[src/rtl/simmem_resp_bank.sv]
// Response bank: per-AXI-ID linked lists in a shared slot array, released under per-ID enables.
// Optional `SIMMEM_RESP_BANK_RR_ARB_EN selects round-robin arbitration instead of lowest-index priority.
module simmem_resp_bank #(
    parameter int StructWidth = 64,
    parameter int IDWidth     = 2,
    parameter int Capacity    = 8
) (
    input  logic                           clk_i,
    input  logic                           rst_i,
    input  logic [StructWidth-1:0]         in_data_i,
    input  logic                           in_valid_i,
    output logic                           in_ready_o,
    input  logic [(2**IDWidth)-1:0]        release_en_i,
    output logic [StructWidth-1:0]         out_data_o,
    output logic                           out_valid_o,
    input  logic                           out_ready_i,
    output logic [(2**IDWidth)-1:0]        released_onehot_o,
    output logic [$clog2(Capacity+1)-1:0]  occupancy_o
);
    localparam int NumIds = 2 ** IDWidth;
    localparam int PtrW   = $clog2(Capacity);
    localparam int OccW   = $clog2(Capacity + 1);

    // Valid/ready: a transfer happens on a clock edge where both valid and ready are high.

    logic [Capacity-1:0]    slot_valid;
    logic [StructWidth-1:0] slot_data [Capacity];
    logic [PtrW-1:0]        slot_next [Capacity];
    logic [PtrW-1:0]        head [NumIds];
    logic [PtrW-1:0]        tail [NumIds];
    logic [NumIds-1:0]      nonempty;
    logic [OccW-1:0]        occ;

    logic [PtrW-1:0]        free_idx;
    logic                   free_found;
    logic [NumIds-1:0]      eligible;
    logic [IDWidth-1:0]     sel_id;
    logic                   sel_found;
    logic [IDWidth-1:0]     push_id;
    logic [PtrW-1:0]        pop_slot;
    logic                   push;
    logic                   pop;
    logic [NumIds-1:0]      push_vec;
    logic [NumIds-1:0]      pop_vec;

    always_comb begin
        free_idx   = '0;
        free_found = 1'b0;
        for (int i = 0; i < Capacity; i++) begin
            if (!slot_valid[i] && !free_found) begin
                free_idx   = PtrW'(i);
                free_found = 1'b1;
            end
        end
    end

    assign eligible = nonempty & release_en_i;

`ifdef SIMMEM_RESP_BANK_RR_ARB_EN
    logic [IDWidth-1:0] last_id;
    logic [IDWidth-1:0] cand;

    // Search begins one past the last served ID and wraps modulo NumIds.
    always_comb begin
        sel_id    = '0;
        sel_found = 1'b0;
        cand      = '0;
        for (int i = 0; i < NumIds; i++) begin
            cand = last_id + IDWidth'(i + 1);
            if (eligible[cand] && !sel_found) begin
                sel_id    = cand;
                sel_found = 1'b1;
            end
        end
    end

    always_ff @(posedge clk_i) begin
        if (rst_i) begin
            last_id <= IDWidth'(NumIds - 1);
        end else if (pop) begin
            last_id <= sel_id;
        end
    end
`else
    always_comb begin
        sel_id    = '0;
        sel_found = 1'b0;
        for (int i = 0; i < NumIds; i++) begin
            if (eligible[i] && !sel_found) begin
                sel_id    = IDWidth'(i);
                sel_found = 1'b1;
            end
        end
    end
`endif

    assign in_ready_o  = (occ != OccW'(Capacity));
    assign occupancy_o = occ;
    assign out_valid_o = sel_found;
    assign push_id     = in_data_i[IDWidth-1:0];
    assign pop_slot    = head[sel_id];
    assign push        = in_valid_i && in_ready_o && !rst_i;
    assign pop         = sel_found && out_ready_i && !rst_i;
    assign out_data_o  = sel_found ? slot_data[pop_slot] : '0;
    assign push_vec    = push ? (NumIds'(1) << push_id) : '0;
    assign pop_vec     = pop ? (NumIds'(1) << sel_id) : '0;
    assign released_onehot_o = pop_vec;

    always_ff @(posedge clk_i) begin
        if (rst_i) begin
            slot_valid <= '0;
            nonempty   <= '0;
            occ        <= '0;
            for (int k = 0; k < NumIds; k++) begin
                head[k] <= '0;
                tail[k] <= '0;
            end
        end else begin
            if (pop) begin
                slot_valid[pop_slot] <= 1'b0;
            end
            if (push) begin
                slot_valid[free_idx] <= 1'b1;
            end
            case ({push, pop})
                2'b10:   occ <= occ + OccW'(1);
                2'b01:   occ <= occ - OccW'(1);
                default: occ <= occ;
            endcase
            for (int k = 0; k < NumIds; k++) begin
                if (pop_vec[k] && push_vec[k]) begin
                    // A single-entry list hands both pointers to the new slot and stays non-empty.
                    tail[k] <= free_idx;
                    if (head[k] == tail[k]) begin
                        head[k] <= free_idx;
                    end else begin
                        head[k] <= slot_next[head[k]];
                    end
                end else if (pop_vec[k]) begin
                    if (head[k] == tail[k]) begin
                        nonempty[k] <= 1'b0;
                    end else begin
                        head[k] <= slot_next[head[k]];
                    end
                end else if (push_vec[k]) begin
                    tail[k] <= free_idx;
                    if (!nonempty[k]) begin
                        head[k]     <= free_idx;
                        nonempty[k] <= 1'b1;
                    end
                end
            end
        end
    end

    // Payload and link storage are not reset; slot_valid and the list flags gate every use.
    always_ff @(posedge clk_i) begin
        if (push) begin
            slot_data[free_idx] <= in_data_i;
            if (nonempty[push_id]) begin
                slot_next[tail[push_id]] <= free_idx;
            end
        end
    end

endmodule

[config.mk]
export PLATFORM = sky130hd
export DESIGN_NAME = simmem_resp_bank
export DESIGN_NICKNAME = d
export VERILOG_FILES = /design/src/rtl/simmem_resp_bank.sv
export SDC_FILE = /design/constraint.sdc
export NUM_CORES = 1
export LEC_CHECK = 0
export ABC_AREA = 1
export BUFFER_PORTS_ARGS = -buffer_cell sky130_fd_sc_hd__clkbuf_2
export CAP_MARGIN = 15
export CORE_ASPECT_RATIO = 1.75
export CORE_MARGIN = 1
export CORE_UTILIZATION = 23
export CTS_CLUSTER_SIZE = 14
export DETAILED_ROUTE_END_ITERATION = 6
export GPL_ROUTABILITY_DRIVEN = 0
export SYNTH_ARGS = -nofsm -noshare
export SYNTH_HDL_FRONTEND = slang
export SYNTH_SLANG_ARGS = --single-unit
[constraint.sdc]
create_clock -name clk_i -period 4.69 [get_ports clk_i]
set_input_delay 0 -clock clk_i [delete_from_list [all_inputs] [get_ports clk_i]]
set_output_delay 0 -clock clk_i [all_outputs]
set_load 0.05 [all_outputs]
Word-level counts from Yosys, hierarchy flattened
Memories as Yosys holds them, arrays and structs flattened.
Cells that the tools add are included.
{"block": "op_classes", "addsub": 2, "magnitude_cmp": 5, "n_eq_ne": 11, "shifts": 2, "mux": 181, "n_bitwise": 32, "reduce_logical": 46}
{"op": "$mux 1", "count": 139}
{"op": "$mux 3", "count": 29}
{"op": "$mux 64", "count": 1}
{"op": "$mux 8", "count": 3}
{"op": "$or 1x1->1", "count": 24}
{"op": "$logic_and 1x1->1", "count": 20}
{"op": "$logic_not 1->1", "count": 17}
{"op": "$eq 3x3->1", "count": 4}
{"op": "$reduce_and 3->1", "count": 4}
{"op": "$reduce_bool 2->1", "count": 5}
{"op": "$and 8x8->8", "count": 1}
{"op": "$lt 3x4->1 const B", "count": 2}
{"op": "$mux 4", "count": 2}
{"op": "$ne 2x1->1 const B", "count": 4}
{"op": "$not 8->8", "count": 1}
{"op": "$or 8x8->8", "count": 1}
{"op": "$pmux 4 s2", "count": 1}
{"op": "$shl 1x2->4 const A", "count": 2}
{"op": "$demux 1 s3", "count": 2}
{"op": "$ge 3x1->1 const B", "count": 2}
{"op": "$mux 2", "count": 3}
{"op": "$add 4x1->4 const B", "count": 1}
{"op": "$and 4x4->4", "count": 1}
{"op": "$ne 4x4->1 const B", "count": 1}
{"op": "6 further kinds", "count": 9}
{"block": "totals", "reg_bits": 16, "ram_bits": 560, "input_bits": 72, "output_inout_bits": 74, "word_cells": 289, "n_memories": 4}
{"name": "slot_data", "depth": 8, "width": 64, "rd": 1, "rd_clocked_by_memory_dff": 0, "write_ports": 1, "line": "27", "source": "logic [StructWidth-1:0] slot_data [Capacity];"}
{"name": "slot_next", "depth": 8, "width": 3, "rd": 4, "rd_clocked_by_memory_dff": 0, "write_ports": 1, "line": "28", "source": "logic [PtrW-1:0] slot_next [Capacity];"}
{"name": "head", "depth": 4, "width": 3, "rd": 5, "rd_clocked_by_memory_dff": 0, "write_ports": 4, "line": "29", "source": "logic [PtrW-1:0] head [NumIds];"}
{"name": "tail", "depth": 4, "width": 3, "rd": 5, "rd_clocked_by_memory_dff": 0, "write_ports": 4, "line": "30", "source": "logic [PtrW-1:0] tail [NumIds];"}

Longest topological paths before layout
{"block": "depth", "depth_word": 27, "mapped_depth": 14, "mapped_depth_nobuf": 14}

Worst setup path after synthesis
No wires, ideal clock.
{"block": "synth_path", "path_type": "register to register", "start": "reg occ[1] (netlist: occupancy_o[1])", "end": "mem slot_data[6][0], enable pin", "setup_ns": 0.488, "t_arrival_ns": 4.402, "t_required_ns": 4.202, "slack_ns": -0.200, "stages_incl_launch_ff": 6, "path_buffers": 1, "period_less_slack_ns": 4.890, "path_cell_list": "dfxtp_1 inv_1 nand4_1 nand3_1 clkbuf_1 nor2_1"}
{"block": "synth_between", "elab_chain_len": 5}
{"item": "start: declaration", "line": "32", "source": "logic [OccW-1:0] occ;"}
{"item": "start signal: assignment", "line": "126", "source": "2'b10: occ <= occ + OccW'(1);"}
{"item": "start signal: assignment", "line": "127", "source": "2'b01: occ <= occ - OccW'(1);"}
{"item": "$ne 4x4->1", "line": "97", "source": "assign in_ready_o = (occ != OccW'(Capacity));"}
{"item": "via in_ready_o", "line": "12", "source": "output logic in_ready_o,"}
{"item": "$logic_and 1x1->1 (2 in a row)", "line": "102", "source": "assign push = in_valid_i && in_ready_o && !rst_i;"}
{"item": "$mux 1", "line": "158", "source": "if (push) begin"}
{"item": "$mux 1 (not written as such)", "line": "159", "source": "slot_data[free_idx] <= in_data_i;"}
{"item": "end: declaration", "line": "27"}
The timed path passes the listed nets, and every way through them passes these cells.

Final worst setup path
{"block": "layout_path", "start": "reg nonempty[2]", "end": "out out_data_o[19]"}
{"block": "layout_between", "elab_chain_len": 9, "word_cells_on_any_way": 11, "cone_classes": "mux: 5; bitwise: 1; reduce/logical: 3; memory: 2"}
{"item": "start: declaration", "line": "31", "source": "logic [NumIds-1:0] nonempty;"}
{"item": "start signal: assignment", "line": "112", "source": "nonempty <= '0;"}
{"item": "start signal: indexed assignment", "line": "141", "source": "nonempty[k] <= 1'b0;"}
{"item": "start signal: indexed assignment", "line": "149", "source": "nonempty[k] <= 1'b1;"}
{"item": "$and 4x4->4 *", "line": "57", "source": "assign eligible = nonempty & release_en_i;"}
{"item": "$logic_and 1x1->1 *", "line": "89", "source": "if (eligible[i] && !sel_found) begin"}
{"item": "$mux 1", "line": "89"}
{"item": "$logic_not 1->1", "line": "89"}
{"item": "$logic_and 1x1->1", "line": "89"}
{"item": "$mux 2", "line": "89"}
{"item": "$mem_v2 4x3"}
{"item": "$mem_v2 8x64"}
{"item": "$mux 64 *", "line": "104", "source": "assign out_data_o = sel_found ? slot_data[pop_slot] : '0;"}
{"item": "end: declaration", "line": "14", "source": "output logic [StructWidth-1:0] out_data_o,"}
Every way passes the cells marked *; elsewhere a longest branch is shown, timed or not.

==> impl_metrics.csv <==
group,metric,value,unit
outcome,status,"finished, violations left",
outcome,violations,"DRC",
grt,grt_overflow,0,
clock_network,cts.sinks,576,
synth,netlist_area,24160,um2
floorplanning,core,103600,um2
grt,antenna_found_initial,4,
cells_and_area,layout-drive-gt1-share,0.1267,
sta,fmax,231.8,MHz
cells_and_area,nFillCells,10580,
sta,hold_viol_final,0,
route,drc,28,
sta,fin_ws,0.3759,ns
pwr,total_power,11390,uW
critical_path,crit_path_start_kind,"flop",
sta,slew-limit-headroom,0.2556,
route,drtAntennaViolNets,0,
synth,synth-seq-cells,576,
grt,grt_pass1_vias,16660,
clock_network,cts_hold_buf,66,
synth,synth_top_area_cell,"edfxtp_1",
floorplanning,io_pins,146,
route,wl_per_cell,18.60,um
flow_run,drv_cap,0,
clock_network,cts-root-buf,"clkbuf_16",
critical_path,reg2reg_depth,12,
pwr,leakage,0.01024,uW
grt,grt_max_degree,77,
synth,synth_seq_area_share,0.7094,
critical_path,max_stage_delay,0.48,ns
placement,dpl.hpwl,41680,um
critical_path,crit_path_top_delay_cell,"nand2_8",
synth,synth_edf_count,560,
synth,synth_nets,2193,
sta,slew_violations,0,
cells_and_area,final_common_cell,"nand2_1",
synth,yosysTopAreaCellShare,0.6961,
sta,finalCritPeriodShare,0.9199,
clock_network,cts_buffers,56,
pwr,cellPowerDensity,393.4,nW/um2
clock_network,clock_latency,0.64,ns
floorplanning,die_area,106400,um2
critical_path,cp.depth,12,
grt,grtUsageTotal,0.1290,
clock_network,cts_tree,"yes",
floorplanning,die_w,247.0,um
synth,synth.avg_cell_area,11.41,um2
synth,synthSimpleGateAreaFrac,0.2086,
cells_and_area,fin_util,0.2794,
floorplanning,fp.dieH,430.7,um
synth,synth-compound-area-share,0.03595,
sta,setup_violations,0,
clock_network,cts_resized,0,
critical_path,endpoint_kind,"output pin",
synth,synth_top_family_by_area,"simple AND/OR/NAND/NOR gates",
critical_path,worstPathBufferInverterCount,2,
grt,grt_pass1_wl,102200,um
critical_path,critPathRequiredTime,4.69,ns
cells_and_area,finalNetCount,2398,
route,drt_iter0_drc,1149,
critical_path,cp_max_fo,50,
synth,synth-adder-area-share,0.002383,
sta,layout_min_cycle_time,4.314,ns
synth,synth_warnings,0,
critical_path,worstPathCellList,"nand2_2 > nand4_2 > nand2_1 > nand2_1 > nand3_4 > nand2_8 > buf_4 > nand2_1 > nand3_1 > nand3_1 > nor2_1 > clkbuf_2",
route,vias,16470,
route,wl,69080,um
synth,synth.area.top_cells,"edfxtp_1 (70%), nand2_1 (9.4%), nand3_1 (8.7%)",
synth,synth_xor_area_frac,0.005438,
route,viasPerCell,4.434,
critical_path,critical_path_arrival,4.31,ns
synth,synthCells,2117,
sta,tightestPinTransition,1.114,ns
synth,synth-main-ff-cell,"edfxtp_1",
placement,place_area,26540,um2
synth,synthMuxAreaShare,0,
cells_and_area,final_area,28960,um2
critical_path,critical_path_class,"reg -> out",
floorplanning,initial_core_util,0.2331,
pwr,ir_worst_vdd,0.3244,mV
placement,place_ws,1.067,ns
critical_path,cp_top_family,"simple AND/OR/NAND/NOR gates",
clock_network,post_cts_buffers,0,
sta,fin_setup_tns,0,ns
sta,skew,0.02712,ns
cells_and_area,area_delta_synth_final,19.86,%
synth,synth_cell_type_count,41,
hold_path,hp-class,"in -> reg",
critical_path,crit_top_cell,"nand2_1",
clock_network,clk_pin_slew,0.07,ns
placement,port_buffers,145,
hold_path,holdPathStages,4,
synth,async_flop_share,0,
clock_network,clock_path_buffers,3,
sta,rsz0062_at_grt,"no",
clock_network,cts_max_level,2,
cells_and_area,layout_common_cells,"nand2_1 (604), edfxtp_1 (560), nand3_1 (421)",
floorplanning,rows,156,
route,drt_first_pass_iters,7,
-- worst paths after layout --
path | startpoint | endpoint | slack, ns
min | in_valid_i | occupancy_o[0]$_SDFFE_PP0P_ | 0.04
max reg2reg | nonempty[3]$_SDFFE_PP0P_ | slot_valid[0]$_SDFF_PP0_ | 1.34
max | nonempty[2]$_SDFFE_PP0P_ | out_data_o[19] | 0.38
min reg2reg | slot_valid[6]$_SDFF_PP0_ | slot_valid[6]$_SDFF_PP0_ | 0.48
-- cells in the mapped netlist (5+ instances only) --
cell      instances
buf_6             8
o22ai_1           5
nand3_1         422
nor3_1            5
nor2_1          124
buf_1             6
xnor2_1          11
buf_4            32
inv_1            72
dfxtp_1          16
clkbuf_1         31
edfxtp_1        560
o21ai_0          91
buf_2            34
nand2_2           6
nand2_1         604
o211ai_1         10
a22oi_1           5
a21oi_1          40
-- kinds of logic (layout without fill, tap and decap cells) --
| logic type | Yosys count | count (layout) |
|---|---|---|
| XOR/XNOR | 15 | 15 |
| AO/OA/AOI/OAI | 159 | 159 |
| buffers and inverters | 187 | 438 |
| flip-flops | 576 | 576 |
| AND/OR/NAND/NOR | 1176 | 1176 |
| other | 0 | 2 |
| adder cells (fa/ha/maj) | 4 | 4 |
-- layout make-up --
cell class | instances | area (um2) | area share
Clock buffer | 69 | 1450 | 0.05008
Clock inverter | 35 | 304.0 | 0.01050
Antenna cell | 2 | 5.005 | 0.0001728
Sequential cell | 576 | 17140 | 0.5918
Timing Repair Buffer | 258 | 1914 | 0.06611
Multi-Input combinational cell | 1354 | 6173 | 0.2132
Tap cell | 1343 | 1680 | 0.05803
Inverter | 76 | 291.5 | 0.01007
-- registers in the layout, indices dropped and copies added (netlist names) --
register     cells
slot_valid       8
occupancy_o      4
slot_data      512
nonempty         4
tail            12
slot_next       24
head            12
-- worst register-to-register path: cells and delay by family, from the launching register on --
kind,cells,cell delay [ns]
AND/OR/NAND/NOR,8,1.88
AO/OA/AOI/OAI,2,0.29
flip-flops,1,0.41
buffers and inverters,2,0.64
-- per-stage QoR --
step | hold slack, ns | cells
after floorplan | 0.09887 | 2117
final | 0.04005 | 3713
after CTS | 0.0003753 | 3711
after global placement | 0.2731 | 3541
after detailed placement | 0.2747 | 3541
after global routing | 0.07543 | 3712
-- report_power, final --
part	internal, uW	switching [uW]
Sequential	5700	31.9
Clock	2390	2000
Combinational	334	944
Total	8420	2970
-- routing by layer --
| metal | wire [um] | share of wire | vias up | GRT usage |
|---|---|---|---|---|
| li1 | - | - | 7851 | - |
| met1 | 26050 | 0.38 | 7907 | 0.1419 |
| met2 | 36310 | 0.53 | 530 | 0.2376 |
| met3 | 3702 | 0.054 | 175 | 0.02029 |
| met4 | 3003 | 0.043 | 2 | 0.06193 |
| met5 | 12 | 0.00017 | - | 0 |
No activity file was read; power rests on OpenSTA's default activity.
